--- src/rtl/display_scan_driver_if.sv ---
// Bundles the value/attribute inputs and pin-level outputs of the display scan driver.
// Latency: none, this is wiring only.
// Backpressure: none; the producer may pulse load at any time and the driver always accepts it.
interface display_scan_driver_if #(
    parameter int DIGITS = 4
);
    logic                  en_i;
    logic                  load_i;
    logic [4*DIGITS-1:0]   value_i;
    logic [DIGITS-1:0]     blank_i;
    logic [DIGITS-1:0]     dp_i;
    logic [DIGITS-1:0]     blink_i;
    logic                  lz_suppress_i;
    logic [6:0]            seg_o;
    logic                  dp_o;
    logic [DIGITS-1:0]     an_o;
    logic                  frame_o;

    // Datapath side: supplies value and attributes, observes the pins.
    modport master (
        output en_i, load_i, value_i, blank_i, dp_i, blink_i, lz_suppress_i,
        input  seg_o, dp_o, an_o, frame_o
    );

    // Driver side.
    modport slave (
        input  en_i, load_i, value_i, blank_i, dp_i, blink_i, lz_suppress_i,
        output seg_o, dp_o, an_o, frame_o
    );
endinterface

--- src/rtl/display_scan_driver.sv ---
// Time-multiplexed 7-segment scan driver with frame-coherent value/attribute capture.
// Latency: pins are registered, one cycle behind the (cnt, idx, active) scan state.
// Backpressure: none; a load is always accepted and takes effect at the next frame boundary.
module display_scan_driver #(
    parameter int DIGITS         = 4,
    parameter int CLK_DIV        = 50000,
    parameter int GUARD          = 2,
    parameter int BLINK_FRAMES   = 64,
    parameter int SEG_ACTIVE_LOW = 1,
    parameter int AN_ACTIVE_LOW  = 1
) (
    input  logic                  clk_i,
    input  logic                  rst_ni,
    display_scan_driver_if.slave  bus
);

    localparam int CW = (CLK_DIV > 1) ? $clog2(CLK_DIV) : 1;
    localparam int IW = (DIGITS > 1) ? $clog2(DIGITS) : 1;
    localparam int BW = (BLINK_FRAMES > 1) ? $clog2(BLINK_FRAMES) : 1;

    localparam logic [CW-1:0]     CNT_LAST = CW'(CLK_DIV - 1);
    localparam logic [IW-1:0]     IDX_LAST = IW'(DIGITS - 1);
    localparam logic [BW-1:0]     BLK_LAST = BW'(BLINK_FRAMES - 1);

    // XOR masks that turn active-high "lit" values into pin levels; also the off levels.
    localparam logic [6:0]        SEG_OFF = {7{SEG_ACTIVE_LOW != 0}};
    localparam logic              DP_OFF  = (SEG_ACTIVE_LOW != 0);
    localparam logic [DIGITS-1:0] AN_OFF  = {DIGITS{AN_ACTIVE_LOW != 0}};

    typedef struct packed {
        logic [4*DIGITS-1:0] value;
        logic [DIGITS-1:0]   blank;
        logic [DIGITS-1:0]   dp;
        logic [DIGITS-1:0]   blink;
        logic                lz;
    } attr_t;

    logic [CW-1:0]     cnt_q;
    logic [IW-1:0]     idx_q;
    logic [BW-1:0]     blk_cnt_q;
    logic              blk_phase_q;
    attr_t             act_q;
    attr_t             pend_q;
    attr_t             cap;
    logic              pend_vld_q;

    logic              frame_end;
    logic              guard_done;
    logic [DIGITS-1:0] sup;
    logic [3:0]        nib;
    logic              dark;
    logic [6:0]        seg_lit;
    logic              dp_lit;
    logic [DIGITS-1:0] an_lit;

    logic [6:0]        seg_q;
    logic              dp_q;
    logic [DIGITS-1:0] an_q;
    logic              frame_q;

    // Glyph table, active-high {a,b,c,d,e,f,g}; F renders as "K".
    function automatic logic [6:0] glyph(input logic [3:0] n);
        case (n)
            4'h0:    glyph = 7'b1111110;
            4'h1:    glyph = 7'b0110000;
            4'h2:    glyph = 7'b1101101;
            4'h3:    glyph = 7'b1111001;
            4'h4:    glyph = 7'b0110011;
            4'h5:    glyph = 7'b1011011;
            4'h6:    glyph = 7'b1011111;
            4'h7:    glyph = 7'b1110000;
            4'h8:    glyph = 7'b1111111;
            4'h9:    glyph = 7'b1111011;
            4'hA:    glyph = 7'b1110111;
            4'hB:    glyph = 7'b0011111;
            4'hC:    glyph = 7'b1001110;
            4'hD:    glyph = 7'b0111101;
            4'hE:    glyph = 7'b1001111;
            default: glyph = 7'b1010111;
        endcase
    endfunction

    assign frame_end  = bus.en_i && (idx_q == IDX_LAST) && (cnt_q == CNT_LAST);
    assign guard_done = 32'(cnt_q) >= 32'(GUARD);

    // Snapshot of everything a load captures.
    always_comb begin
        cap.value = bus.value_i;
        cap.blank = bus.blank_i;
        cap.dp    = bus.dp_i;
        cap.blink = bus.blink_i;
        cap.lz    = bus.lz_suppress_i;
    end

    // A digit is a leading zero when it and every more-significant nibble are zero; digit 0 never is.
    always_comb begin
        logic all_zero;
        all_zero = 1'b1;
        sup      = '0;
        for (int k = DIGITS - 1; k >= 0; k--) begin
            all_zero = all_zero & (act_q.value[4*k +: 4] == 4'h0);
            sup[k]   = act_q.lz && all_zero && (k != 0);
        end
    end

    // Active-high image of the digit currently under scan.
    always_comb begin
        nib     = act_q.value[4*int'(idx_q) +: 4];
        dark    = act_q.blank[idx_q] | sup[idx_q] | (act_q.blink[idx_q] & blk_phase_q);
        seg_lit = dark ? 7'b0 : glyph(nib);
        dp_lit  = ~dark & act_q.dp[idx_q];
        an_lit  = guard_done ? (DIGITS'(1) << idx_q) : '0;
    end

    // Slot prescaler and digit index; both freeze while scanning is disabled.
    always_ff @(posedge clk_i or negedge rst_ni) begin
        if (!rst_ni) begin
            cnt_q <= '0;
            idx_q <= '0;
        end else if (bus.en_i) begin
            if (cnt_q == CNT_LAST) begin
                cnt_q <= '0;
                idx_q <= (idx_q == IDX_LAST) ? '0 : idx_q + 1'b1;
            end else begin
                cnt_q <= cnt_q + 1'b1;
            end
        end
    end

    // Loads park in pending and move to active only at a frame boundary so a frame never tears.
    always_ff @(posedge clk_i or negedge rst_ni) begin
        if (!rst_ni) begin
            act_q      <= '0;
            pend_q     <= '0;
            pend_vld_q <= 1'b0;
        end else if (bus.load_i && frame_end) begin
            act_q      <= cap;
            pend_vld_q <= 1'b0;
        end else if (bus.load_i) begin
            pend_q     <= cap;
            pend_vld_q <= 1'b1;
        end else if (frame_end && pend_vld_q) begin
            act_q      <= pend_q;
            pend_vld_q <= 1'b0;
        end
    end

    // Blink phase toggles every BLINK_FRAMES completed frames.
    always_ff @(posedge clk_i or negedge rst_ni) begin
        if (!rst_ni) begin
            blk_cnt_q   <= '0;
            blk_phase_q <= 1'b0;
        end else if (frame_end) begin
            if (blk_cnt_q == BLK_LAST) begin
                blk_cnt_q   <= '0;
                blk_phase_q <= ~blk_phase_q;
            end else begin
                blk_cnt_q   <= blk_cnt_q + 1'b1;
            end
        end
    end

    // Registered pins: off while disabled, otherwise the current digit image at board polarity.
    always_ff @(posedge clk_i or negedge rst_ni) begin
        if (!rst_ni) begin
            seg_q   <= SEG_OFF;
            dp_q    <= DP_OFF;
            an_q    <= AN_OFF;
            frame_q <= 1'b0;
        end else if (!bus.en_i) begin
            seg_q   <= SEG_OFF;
            dp_q    <= DP_OFF;
            an_q    <= AN_OFF;
            frame_q <= 1'b0;
        end else begin
            seg_q   <= seg_lit ^ SEG_OFF;
            dp_q    <= dp_lit ^ DP_OFF;
            an_q    <= an_lit ^ AN_OFF;
            frame_q <= frame_end;
        end
    end

    assign bus.seg_o   = seg_q;
    assign bus.dp_o    = dp_q;
    assign bus.an_o    = an_q;
    assign bus.frame_o = frame_q;

endmodule

--- src/flat_wrapper.sv ---
// flat-port wrapper written by rule: the top's interface ports become plain ports
module display_scan_driver_flat 
#(
    parameter int DIGITS         = 4,
    parameter int CLK_DIV        = 50000,
    parameter int GUARD          = 2,
    parameter int BLINK_FRAMES   = 64,
    parameter int SEG_ACTIVE_LOW = 1,
    parameter int AN_ACTIVE_LOW  = 1
)
  (clk_i, rst_ni, bus_en_i, bus_load_i, bus_value_i, bus_blank_i, bus_dp_i, bus_blink_i, bus_lz_suppress_i, bus_seg_o, bus_dp_o, bus_an_o, bus_frame_o);
  display_scan_driver_if #(.DIGITS(DIGITS)) bus_i ();
  input  logic clk_i;
  input  logic rst_ni;
  input wire logic [$bits(bus_i.en_i)-1:0] bus_en_i;
  input wire logic [$bits(bus_i.load_i)-1:0] bus_load_i;
  input wire logic [$bits(bus_i.value_i)-1:0] bus_value_i;
  input wire logic [$bits(bus_i.blank_i)-1:0] bus_blank_i;
  input wire logic [$bits(bus_i.dp_i)-1:0] bus_dp_i;
  input wire logic [$bits(bus_i.blink_i)-1:0] bus_blink_i;
  input wire logic [$bits(bus_i.lz_suppress_i)-1:0] bus_lz_suppress_i;
  output wire logic [$bits(bus_i.seg_o)-1:0] bus_seg_o;
  output wire logic [$bits(bus_i.dp_o)-1:0] bus_dp_o;
  output wire logic [$bits(bus_i.an_o)-1:0] bus_an_o;
  output wire logic [$bits(bus_i.frame_o)-1:0] bus_frame_o;
  assign bus_i.en_i = bus_en_i;
  assign bus_i.load_i = bus_load_i;
  assign bus_i.value_i = bus_value_i;
  assign bus_i.blank_i = bus_blank_i;
  assign bus_i.dp_i = bus_dp_i;
  assign bus_i.blink_i = bus_blink_i;
  assign bus_i.lz_suppress_i = bus_lz_suppress_i;
  assign bus_seg_o = bus_i.seg_o;
  assign bus_dp_o = bus_i.dp_o;
  assign bus_an_o = bus_i.an_o;
  assign bus_frame_o = bus_i.frame_o;
  display_scan_driver #(.DIGITS(DIGITS), .CLK_DIV(CLK_DIV), .GUARD(GUARD), .BLINK_FRAMES(BLINK_FRAMES), .SEG_ACTIVE_LOW(SEG_ACTIVE_LOW), .AN_ACTIVE_LOW(AN_ACTIVE_LOW)) u_core (.clk_i(clk_i), .rst_ni(rst_ni), .bus(bus_i));
endmodule
--- config.mk ---
export PLATFORM = sky130hd
export DESIGN_NAME = display_scan_driver_flat
export DESIGN_NICKNAME = d
export VERILOG_FILES = /design/src/rtl/display_scan_driver_if.sv /design/src/rtl/display_scan_driver.sv /design/src/flat_wrapper.sv
export SDC_FILE = /design/constraint.sdc
export NUM_CORES = 1
export LEC_CHECK = 0
export ABC_AREA = 1
export BUFFER_PORTS_ARGS = -buffer_cell sky130_fd_sc_hd__buf_4
export CORE_MARGIN = 8
export CORE_UTILIZATION = 60
export DETAILED_ROUTE_END_ITERATION = 10
export PLACE_DENSITY = 0.76
export SLEW_MARGIN = 20
export SYNTH_ARGS = -nofsm -noshare
export SYNTH_HDL_FRONTEND = slang
export SYNTH_SLANG_ARGS = --single-unit
--- constraint.sdc ---
create_clock -name clk_i -period 2.19 [get_ports clk_i]
set_input_delay 0.219 -clock clk_i [delete_from_list [all_inputs] [get_ports clk_i]]
set_output_delay 0.219 -clock clk_i [all_outputs]
set_load 0.05 [all_outputs]
### Word level (Yosys, flattened, before mapping)

Memory sizes are Yosys's and may differ from the RTL's.
Index checks and enable logic that the tools add are counted.

| word-level totals | value |
|---|---|
| register bits after elaboration | 97 |
| output and inout port bits | 13 |
| bits of input ports | 33 |
| memories kept | 1 |
| ROM bits | 112 |
| logic and storage cells | 82 |

| operators by class | value |
|---|---|
| shift-type cells | 2 |
| bitwise gates (word level) | 12 |
| reduce and logical (&&, ||, !) cells | 16 |
| muxes and demuxes | 23 |
| $add $sub $neg | 3 |
| magnitude comparators | 2 |
| equal/unequal tests | 4 |

Memory list:

| name | depth | bits a word | rd ports | clocked after Yosys merged registers in | write ports | line | text |
|---|---|---|---|---|---|---|---|
| (name not given) | 16 | 7 | 1 | 0 | 0 | display_scan_driver.sv:63 | `case (n)` |

Operators by type and width:

| operator | number |
|---|---|
| two-way mux 29 bit | 3 |
| adder 16 x 1 -> 16 bit (second input constant) | 1 |
| equality test 16 bit (second input constant) | 1 |
| greater-or-equal comparator 16 x 2 -> 1 bit (second input constant) | 1 |
| two-way mux 16 bit | 1 |
| variable part select 16 x 5 -> 4 bit | 1 |
| two-way mux 7 bit | 2 |
| zero test 4 bit | 3 |
| two-way mux 1 bit | 9 |
| binary-select mux 1 bit (select 2 bit) | 4 |
| two-way mux 4 bit | 2 |
| AND reduction 2 bit | 4 |
| logical AND 1 bit | 7 |
| NOT 7 bit | 1 |
| adder 6 x 1 -> 6 bit (second input constant) | 1 |
| equality test 6 bit (second input constant) | 1 |
| two-way mux 6 bit | 1 |
| bitwise AND 1 bit | 4 |
| NOT 1 bit | 4 |
| NOT 4 bit | 1 |
| << shifter 1 x 2 -> 4 bit (first input constant) | 1 |
| less-than comparator 2 x 3 -> 1 bit (second input constant) | 1 |
| nonzero test 3 bit | 1 |
| adder 2 x 1 -> 2 bit (second input constant) | 1 |
| other kinds (5) | 6 |

### Depth between registers and ports, before layout

Gate-level depths: netlist (run 1).

| logic depth | value |
|---|---|
| depth in word-level cells | 12 |
| mapped depth | 14 |
| depth with buffers taken out | 12 |

### Worst setup path after synthesis (run 1)

No wires, ideal clock.

| timing | value |
|---|---|
| path type | flip-flop to flip-flop |
| start | register u_core.idx_q[1] |
| end | register u_core.seg_q[1] (netlist: u_core.bus.seg_o[1]) |
| path slack | 0.422 ns |
| clock period less this slack | 1.768 ns |
| library setup time | 0.093 ns |
| required time | 2.097 ns |
| buffers on the path | 2 |
| stages on the path, launching flop included | 12 |
| arrival time | 1.675 ns |
| path through | dfrtp_1 > buf_2 > inv_1 > buf_2 > nand3_1 > nand2_1 > inv_1 > ha_1 > nand3_1 > nand2_1 > a21oi_1 > nand2_1 |

| on the way | value |
|---|---|
| longest elaborated chain between the ends | 7 |
| elaborated cells between the ends (all ways) | 14 |
| those cells by class | shift: 1; mux: 8; bitwise: 4; memory: 1 |

Ends and longest elaborated chain:

| item | line | text |
|---|---|---|
| from (decl) | display_scan_driver.sv:39 | `logic [IW-1:0] idx_q;` |
| from (signal assigned) | display_scan_driver.sv:123 | `idx_q <= (idx_q == IDX_LAST) ? '0 : idx_q + 1'b1;` |
| branches (longest 4 deep; another with memory read (16 x 7 bit)) | n/a |  |
| two-way mux 7 bit * | display_scan_driver.sv:110 | `seg_lit = dark ? 7'b0 : glyph(nib);` |
| NOT 7 bit (no line) * | n/a |  |
| two-way mux 7 bit * | display_scan_driver.sv:170 | `end else if (!bus.en_i) begin` |
| to (signal assigned) | display_scan_driver.sv:176 | `seg_q <= seg_lit ^ SEG_OFF;` |
| to (decl) | display_scan_driver.sv:56 | `logic [6:0] seg_q;` |

Every way passes the cells marked *. The select of a mux whose other input is x is not followed.
A chain may end at the register's enable or synchronous reset.

### Final worst setup path (run 1)

| timing | value |
|---|---|
| start | register u_core.idx_q[1] |
| end | register u_core.dp_q (netlist: u_core.bus.dp_o) |

| on the way | value |
|---|---|
| longest elaborated chain between the ends | 8 |
| elaborated cells between the ends (all ways) | 15 |
| those cells by class | mux: 9; bitwise: 6 |

Ends and longest elaborated chain:

| item | line | text |
|---|---|---|
| binary-select mux 1 bit (select 2 bit) | display_scan_driver.sv:109 | `dark = act_q.blank[idx_q] \| sup[idx_q] \| (act_q.blink[idx_q] & blk_phase_q);` |
| two-way mux 1 bit (not written as such) | display_scan_driver.sv:109 |  |
| OR 1 bit / bitwise AND 1 bit (equally long branches) | display_scan_driver.sv:109 |  |
| OR 1 bit | display_scan_driver.sv:109 |  |
| NOT 1 bit | display_scan_driver.sv:111 | `dp_lit = ~dark & act_q.dp[idx_q];` |
| bitwise AND 1 bit * | display_scan_driver.sv:111 |  |
| NOT 1 bit (no line) * | n/a |  |
| two-way mux 1 bit * | display_scan_driver.sv:170 |  |
| to (signal assigned) | display_scan_driver.sv:177 | `dp_q <= dp_lit ^ DP_OFF;` |
| to (decl) | display_scan_driver.sv:57 | `logic dp_q;` |

Every way passes the cells marked *; elsewhere a longest branch is shown, timed or not. The select of a mux whose other input is x is not followed.

==> flow_summary.json, run 1 <==
{
  "outcome": "complete, no violations",
  "fmaxAchievable_ghz": 0.507,
  "finalSetupViolCount": 0,
  "mostFrequentLayoutCell": "nand2_1",
  "fp.dieW_um": 109,
  "insertion_delay_ps": 360,
  "grt_start_max_net_pins": 59,
  "first_pass_iters": 5,
  "power.total_mw": 3.72,
  "final_hold_viol_count": 0,
  "synthXorXnorAreaFrac": 0.0101,
  "grt_usage": 0.205,
  "gp_congestion": 0.888,
  "post-route-min-period_ps": 1970,
  "synth.ff_latch_count": 97,
  "crit_start": "u_core.idx_q[1]",
  "period_share": 0.901,
  "dieArea_mm2": 0.0119,
  "drive_gt1_frac": 0.120,
  "cts_htree_levels": 3,
  "end_kind": "register",
  "rsz0062_at_grt": "no",
  "relSlewSlack": 0.396,
  "numCtsBuffers": 9,
  "synthTopCellsByArea": "dfrtp_1 (41%), nand2_1 (20%), nor2_1 (7.7%), nand3_1 (6.4%), dfstp_2 (6.1%)",
  "io_pins": 46,
  "synthMuxAreaShare": 0,
  "syn-cell-area_mm2": 0.00519,
  "synth_cells": 720,
  "cp_data_required_time_ps": 2450,
  "routed_wl_mm": 11.4,
  "yosysSeqAreaShare": 0.471,
  "antenna_left": 0,
  "clkSlewWorstSetupHoldPaths_ps": 90,
  "clockBufferDepth": 2,
  "hold_class": "primary input to register",
  "nets": 806,
  "fin_cells": 873,
  "crit_path_start_kind": "register",
  "antenna_cells": 0,
  "p_leak_nw": 3.36,
  "wire_per_inst_um": 13.1,
  "stdcell_area_mm2": 0.00583,
  "hp-start": "bus_value_i[0]",
  "numPortBuffers": 45,
  "grt_pass1_wl_mm": 19.6,
  "cp.arrival_ps": 2230,
  "ys_warn_count": 0,
  "reg2reg_from": "u_core.idx_q[1]",
  "cts_tree": "yes",
  "setup_tns_ps": 0,
  "area_growth_pct": 12.4,
  "powerDensity_mw_per_mm2": 638,
  "die_h_um": 109,
  "synthAdderAreaFrac": 0.0313,
  "synth_compound_area_frac": 0.0318,
  "drt_iter0_markers": 320,
  "synth.top_cell.area_share": 0.410,
  "avgSynthCellArea_um2": 7.21,
  "reg2reg_depth": 8,
  "core_mm2": 0.00855,
  "postPlaceCellArea_mm2": 0.00561,
  "grt_pass1_vias": 4183,
  "clk_root_buffer_cell": "clkbuf_8",
  "hold_depth": 3,
  "vias_per_cell": 5.11,
  "synth_area_leader_cell": "dfrtp_1",
  "rows": 34,
  "critical_path_class": "register to register",
  "cap_violations": 0,
  "worst_slew_pin_slew_ps": 904,
  "path_max_fanout": 11,
  "slew_viol_final": 0,
  "fin_skew_ps": 9.34,
  "hpwl_mm": 8.06,
  "synth_top_family_by_area": "simple AND/OR/NAND/NOR gates",
  "antenna_found_initial": 0,
  "synthSimpleGateAreaFrac": 0.374,
  "layout_common_cells": "nand2_1 (282), nor2_1 (106), dfrtp_1 (85)",
  "dp.cells": 856,
  "vias": 4462,
  "remaining_drc_errors": 0,
  "synth_nets": 766,
  "initial_core_util": 0.607,
  "vdd_drop_max_v": 0.000357,
  "yosysUniqueCellTypes": 30,
  "clock_sinks": 97,
  "grt-ovfl-total": 0
}
-- repair_timing --
| action | in CTS | in global routing |
|---|---|---|
| hold buffers | 1 | 0 |
| gates resized for setup | 0 | 1 |
| endpoints found under the setup margin | 0 | 1 |
| setup buffers | 0 | 0 |
| hold endpoints to repair | 45 | 0 |
-- cell usage after synthesis, drive strengths merged --
cell	instances
inv	70
dfrtp	85
o21ai	18
nor4	1
a2bb2oi	1
buf	18
or2	4
dfstp	12
and3	1
nand3	67
nor3	3
nor2	108
nand3b	2
a22o	1
a31oi	1
nand4	6
nand2	283
a21oi	9
clkbuf	10
ha	13
xor2	4
xnor2	2
o22ai	1
-- path summary, 6_finish.rpt --
kind                       slack, ps           endpoint
max reg2reg                      220    u_core.bus.dp_o
min                              100  u_core.pend_q[13]
min reg2reg                      480  u_core.pend_q[13]
max in group asynchronous       1070    u_core.bus.dp_o
min in group asynchronous        440    u_core.cnt_q[8]
max                              220    u_core.bus.dp_o
-- logic make-up after synthesis --
family,Yosys count
adder cells (fa/ha/maj),13
AND/OR/NAND/NOR,475
buffers and inverters,98
XOR/XNOR,6
flip-flops,97
AO/OA/AOI/OAI,31
-- power breakdown --
| part | total, mW | internal, mW | leakage [nW] | switching, mW |
|---|---|---|---|---|
| clock network | 1.22 | 0.622 | 0.107 | 0.596 |
| registers | 2.03 | 1.91 | 1.20 | 0.116 |
| logic | 0.475 | 0.184 | 2.05 | 0.290 |
-- critical path: stages, from the launching register on --
cell and delay, ps:
dfrtp_1 560, inv_1 210, buf_4 210, nand2_1 60, o21ai_0 80, nor2_1 90
nand2_1 50, nor2_1 470, nand2_1 130
-- metrics by stage --
step / hold slack (ps) / utilization / setup slack (ps)
floorplan: -76.6 / - / 422
global placement: 299 / 0.656 / 324
detailed placement: 301 / 0.656 / 226
CTS: 92.5 / 0.681 / 184
global route: 88.9 / 0.682 / 21.5
finish: 100 / 0.682 / 218
-- final cells by class --
cell class / count / area, um^2
fillers: 747 / 2720
clock inverters: 2 / 35.0
inverters: 70 / 263
repair buffers: 57 / 459
multi-input cells: 525 / 2320
well taps: 108 / 135
clock buffers: 14 / 173
flip-flops and latches: 97 / 2440
-- registers in the layout, summed over array words and instances (netlist names) --
name                count
u_core.act_q           29
u_core.blk_cnt_q        6
u_core.blk_phase_q      1
u_core.bus.an_o         4
u_core.bus.dp_o         1
u_core.bus.frame_o      1
u_core.bus.seg_o        7
u_core.cnt_q           16
u_core.idx_q            2
u_core.pend_q          29
u_core.pend_vld_q       1
-- metal layers --
layer  GRT usage  wire length [um]
met1       0.281              5320
met2       0.321              5360
met4      0.0587               144
met5           0                 0
met3      0.0449               594
(Power assumes the default switching activity.)
==> run 2, diff against run 1 <==
--- a/config.mk
+++ b/config.mk
@@ -8,9 +8,9 @@
 export ABC_AREA = 1
 export BUFFER_PORTS_ARGS = -buffer_cell sky130_fd_sc_hd__buf_4
 export CORE_MARGIN = 8
-export CORE_UTILIZATION = 60
+export CORE_UTILIZATION = 54
 export DETAILED_ROUTE_END_ITERATION = 10
-export PLACE_DENSITY = 0.76
+export PLACE_DENSITY = 0.72
 export SLEW_MARGIN = 20
 export SYNTH_ARGS = -nofsm -noshare
 export SYNTH_HDL_FRONTEND = slang
==> constraint.sdc (replaced) <==
create_clock -name clk_i -period 1.68 [get_ports clk_i]
set_input_delay 0.168 -clock clk_i [delete_from_list [all_inputs] [get_ports clk_i]]
set_output_delay 0.168 -clock clk_i [all_outputs]
set_load 0.05 [all_outputs]
==> flow_summary.json, run 2 (synthesis results as in run 1) <==
{
  "powerDensity_mw_per_mm2": 817,
  "hp-start": "bus_blink_i[1]",
  "rsz0062_at_grt": "yes",
  "period_share": 0.993,
  "p_leak_nw": 3.59,
  "dp.cells": 908,
  "nets": 847,
  "antenna_found_initial": 0,
  "crit_start": "u_core.idx_q[0]",
  "grt_pass1_wl_mm": 21.0,
  "cp.arrival_ps": 1970,
  "crit_path_start_kind": "register",
  "worst_slew_pin_slew_ps": 503,
  "numPortBuffers": 45,
  "critical_path_class": "register to register",
  "layout_common_cells": "nand2_1 (278), nor2_1 (93), dfrtp_1 (85)",
  "drive_gt1_frac": 0.206,
  "cp_data_required_time_ps": 1980,
  "fin_skew_ps": 11.9,
  "hold_class": "primary input to register",
  "post-place-ws_ps": 28.5,
  "slew_viol_final": 0,
  "final_hold_viol_count": 0,
  "cts_htree_levels": 3,
  "power.total_mw": 5.22,
  "io_pins": 46,
  "dieArea_mm2": 0.0130,
  "reg2reg_from": "u_core.idx_q[0]",
  "vdd_drop_max_v": 0.000512,
  "relSlewSlack": 0.664,
  "vias": 4749,
  "grt_pass1_vias": 4552,
  "routed_wl_mm": 12.4,
  "numCtsBuffers": 9,
  "mostFrequentLayoutCell": "nand2_1",
  "outcome": "complete, no violations",
  "rows": 35,
  "reg2reg_depth": 9,
  "r2r_end": "u_core.bus.seg_o[2]",
  "first_pass_iters": 5,
  "initial_core_util": 0.559,
  "post-route-min-period_ps": 1670,
  "cap_violations": 0,
  "clk_root_buffer_cell": "clkbuf_8",
  "fp.dieW_um": 114,
  "insertion_delay_ps": 350,
  "core_mm2": 0.00928,
  "gp_congestion": 0.900,
  "r2r_setup_slack_ps": 10,
  "clockBufferDepth": 2,
  "fmaxAchievable_ghz": 0.599,
  "area_growth_pct": 23.2,
  "grt-ovfl-total": 0,
  "antenna_left": 0,
  "grt_start_max_net_pins": 46,
  "antenna_cells": 0,
  "vias_per_cell": 5.08,
  "hold_end": "u_core.pend_q[2]",
  "grt_usage": 0.197,
  "wire_per_inst_um": 13.3,
  "hpwl_mm": 8.57,
  "fin_cells": 935,
  "reg_top3": "u_core.act_q x29, u_core.pend_q x29, u_core.cnt_q x16",
  "end_kind": "register",
  "hold_depth": 3,
  "remaining_drc_errors": 0,
  "finalSetupViolCount": 0,
  "path_max_fanout": 8,
  "postPlaceCellArea_mm2": 0.00590,
  "die_h_um": 114,
  "setup_tns_ps": 0,
  "fin_ws_ps": 11.1,
  "drt_iter0_markers": 347,
  "clock_sinks": 97,
  "clkSlewWorstSetupHoldPaths_ps": 90,
  "stdcell_area_mm2": 0.00639,
  "cts_tree": "yes"
}
## run 2: cell count changes in the layout (fill, tap and decap cells not counted), moves of 6 or more
cell | before | now
nor2_1 | 106 | 93
buf_6 | 1 | 7
nor2_2 | 0 | 12
buf_4 | 53 | 84
## run 2: critical path, cell delays in order, from the launching register on
cell,delay (ps)
dfrtp_1,450
buf_2,180
or2_2,310
nand2_1,60
nand2_1,50
nand2_1,230
nand3_1,130
nand2_1,100
inv_1,40
nand2_1,50
## run 2: layer usage
layer	track usage	routed length, um	part of all wire
met1	0.260	5670	0.46
met2	0.316	5780	0.46
met3	0.0407	643	0.052
met4	0.0674	337	0.027
met5	0	0	0
## run 2: worst max-delay path by stage
stage	to	slack [ps]	cells past startpoint
floorplan	u_core.bus.seg_o[5]	2	11
global placement	u_core.act_q[15]	40	9
finish	u_core.bus.seg_o[2]	10	9
global route	u_core.bus.seg_o[2]	-50	9
detailed placement	u_core.bus.seg_o[5]	30	10
CTS	u_core.bus.seg_o[5]	3	10
## run 2: through the flow
stage / hold slack, ps / utilization
floorplan: -128 / -
global placement: 163 / 0.635
detailed placement: 164 / 0.635
CTS: 34.9 / 0.662
global route: 42.0 / 0.689
finish: 52.1 / 0.689
## run 2: where the power goes
| part | leakage (nW) | switching (mW) | total, mW | internal [mW] |
|---|---|---|---|---|
| combinational | 2.26 | 0.441 | 0.769 | 0.328 |
| clock | 0.121 | 0.797 | 1.83 | 1.04 |
| sequential | 1.20 | 0.127 | 2.62 | 2.49 |
## run 2: repair_timing
action,CTS,global route
setup endpoints to repair,0,71
hold buffers,1,0
endpoints found under the hold margin,30,0
gates resized for setup,0,50
buffers inserted,0,8
## run 2: layout make-up
type	count	area (um^2)
clock buffers	12	145
flip-flops and latches	97	2440
repair buffers	98	830
inverters	70	263
clock inverters	4	98.8
fillers	770	2890
multi-input cells	525	2450
well taps	129	161
==> run 3, diff against run 2 <==
--- a/config.mk
+++ b/config.mk
@@ -9,9 +9,11 @@
 export BUFFER_PORTS_ARGS = -buffer_cell sky130_fd_sc_hd__buf_4
 export CORE_MARGIN = 8
 export CORE_UTILIZATION = 54
+export CTS_BUF_LIST = sky130_fd_sc_hd__clkbuf_16
 export DETAILED_ROUTE_END_ITERATION = 10
 export PLACE_DENSITY = 0.72
 export SLEW_MARGIN = 20
 export SYNTH_ARGS = -nofsm -noshare
 export SYNTH_HDL_FRONTEND = slang
 export SYNTH_SLANG_ARGS = --single-unit
+export TNS_END_PERCENT = 100
==> constraint.sdc (replaced) <==
create_clock -name clk_i -period 1.3 [get_ports clk_i]
set_input_delay 0.13 -clock clk_i [delete_from_list [all_inputs] [get_ports clk_i]]
set_output_delay 0.13 -clock clk_i [all_outputs]
set_load 0.05 [all_outputs]
==> flow_summary.json, run 3 (synthesis results as in run 1) <==
{
  "setup_tns_ps": -29030,
  "rsz0062_at_grt": "yes",
  "clockBufferDepth": 2,
  "cts_htree_levels": 3,
  "antenna_left": 0,
  "initial_core_util": 0.559,
  "grt-ovfl-total": 0,
  "layout_common_cells": "nand2_1 (217), buf_4 (107), nor2_1 (91)",
  "mostFrequentLayoutCell": "nand2_1",
  "finalSetupViolCount": 95,
  "cts_tree": "yes",
  "nets": 894,
  "vias_per_cell": 5.63,
  "path_max_fanout": 15,
  "fmaxAchievable_ghz": 0.574,
  "grt_start_max_net_pins": 59,
  "final_hold_viol_count": 0,
  "antenna_found_initial": 0,
  "crit_path_start_kind": "register",
  "grt_pass1_wl_mm": 23.5,
  "cap_violations": 0,
  "vias": 5532,
  "hold_end": "u_core.pend_q[9]",
  "insertion_delay_ps": 340,
  "outcome": "complete, but fails checks",
  "dp.cells": 937,
  "core_mm2": 0.00928,
  "r2r_setup_slack_ps": -440,
  "io_pins": 46,
  "p_leak_nw": 4.15,
  "antenna_cells": 0,
  "clk_root_buffer_cell": "clkbuf_16",
  "dieArea_mm2": 0.0130,
  "crit_start": "u_core.idx_q[1]",
  "area_growth_pct": 48.1,
  "violations": "negative setup slack",
  "clkSlewWorstSetupHoldPaths_ps": 70,
  "hold_depth": 3,
  "cp.arrival_ps": 2020,
  "cp_data_required_time_ps": 1580,
  "gp_congestion": 0.907,
  "holdWs_ps": 19.6,
  "fin_cells": 982,
  "drive_gt1_frac": 0.388,
  "powerDensity_mw_per_mm2": 1000,
  "end_kind": "register",
  "hp-start": "bus_blank_i[0]",
  "hold_class": "primary input to register",
  "clock_sinks": 97,
  "routed_wl_mm": 17.9,
  "drt_iter0_markers": 580,
  "hpwl_mm": 9.20,
  "slew_viol_final": 0,
  "reg2reg_depth": 9,
  "grt_pass1_vias": 4974,
  "wire_per_inst_um": 18.2,
  "first_pass_iters": 5,
  "numCtsBuffers": 9,
  "grt_usage": 0.224,
  "die_h_um": 114,
  "reg_top3": "u_core.act_q x29, u_core.pend_q x29, u_core.cnt_q x16",
  "post-route-min-period_ps": 1740,
  "postPlaceCellArea_mm2": 0.00639,
  "period_share": 1.34,
  "power.total_mw": 7.69,
  "stdcell_area_mm2": 0.00769,
  "fp.dieW_um": 114,
  "r2r_end": "u_core.act_q[3]",
  "vdd_drop_max_v": 0.000920,
  "rows": 35,
  "numPortBuffers": 45,
  "remaining_drc_errors": 0,
  "worst_slew_pin_slew_ps": 413,
  "fin_skew_ps": 8.55,
  "relSlewSlack": 0.724,
  "reg2reg_from": "u_core.idx_q[1]",
  "fin_ws_ps": -441,
  "critical_path_class": "register to register"
}
## run 3: changes by cell type in the layout (fill, tap and decap cells not counted), moves of 5 or more
cell / before / now
a21oi_1: 9 / 4
a21oi_2: 0 / 5
buf_4: 84 / 107
buf_6: 7 / 20
clkbuf_16: 1 / 13
clkbuf_8: 10 / 0
nand2_1: 278 / 217
nand2_2: 3 / 49
nand2_4: 2 / 15
nand3_1: 61 / 27
nand3_2: 5 / 29
nand3_4: 1 / 11
o21ai_0: 13 / 6
## run 3: cell type report
class	count	area, um^2
well taps	129	161
clock buffers	9	225
multi-input cells	525	3070
fillers	561	1600
inverters	70	285
repair buffers	145	1410
flip-flops and latches	97	2440
clock inverters	7	93.8
## run 3: metrics by stage
step / util / setup WS, ps
2_1_floorplan: - / -252
3_5_place_dp: 0.689 / -280
4_1_cts: 0.758 / -259
5_1_grt: 0.828 / -491
3_3_place_gp: 0.689 / -267
6_report: 0.828 / -441
## run 3: worst max path at each step
stage / endpoint / depth (start not counted)
floorplan: u_core.bus.seg_o[1] / 12
global placement: u_core.bus.seg_o[2] / 12
detailed placement: u_core.bus.seg_o[0] / 8
CTS: u_core.act_q[12] / 10
global route: u_core.act_q[3] / 9
finish: u_core.act_q[3] / 9
## run 3: repair_timing
action | 4_1_cts | 5_1_grt
gates cloned | 4 | 5
pin swaps | 11 | 51
hold buffers | 1 | 0
endpoints found under the setup margin | 95 | 96
hold endpoints to repair | 13 | 0
resized for setup | 49 | 137
buffers inserted | 9 | 11
## run 3: routing by layer
metal	GRT usage	up-vias	wire (um)
li1	-	2472	-
met1	0.276	2626	6820
met2	0.377	346	8870
met3	0.0317	88	1230
met4	0.109	0	973
met5	0	-	0
## run 3: worst max-delay path: stages, from the launching register on
cell and delay [ps]:
dfrtp_1 440, ha_1 240, nand2_1 90, inv_2 110, nand4_1 100, buf_4 180, clkbuf_16 180, nor2_1 160
nand2_1 100, nand2_1 80
## run 3: report_power, final
group,internal [mW],switching [mW],total [mW]
combinational,0.635,0.757,1.39
clock,1.69,1.20,2.89
sequential,3.22,0.182,3.41
total,5.55,2.14,7.69
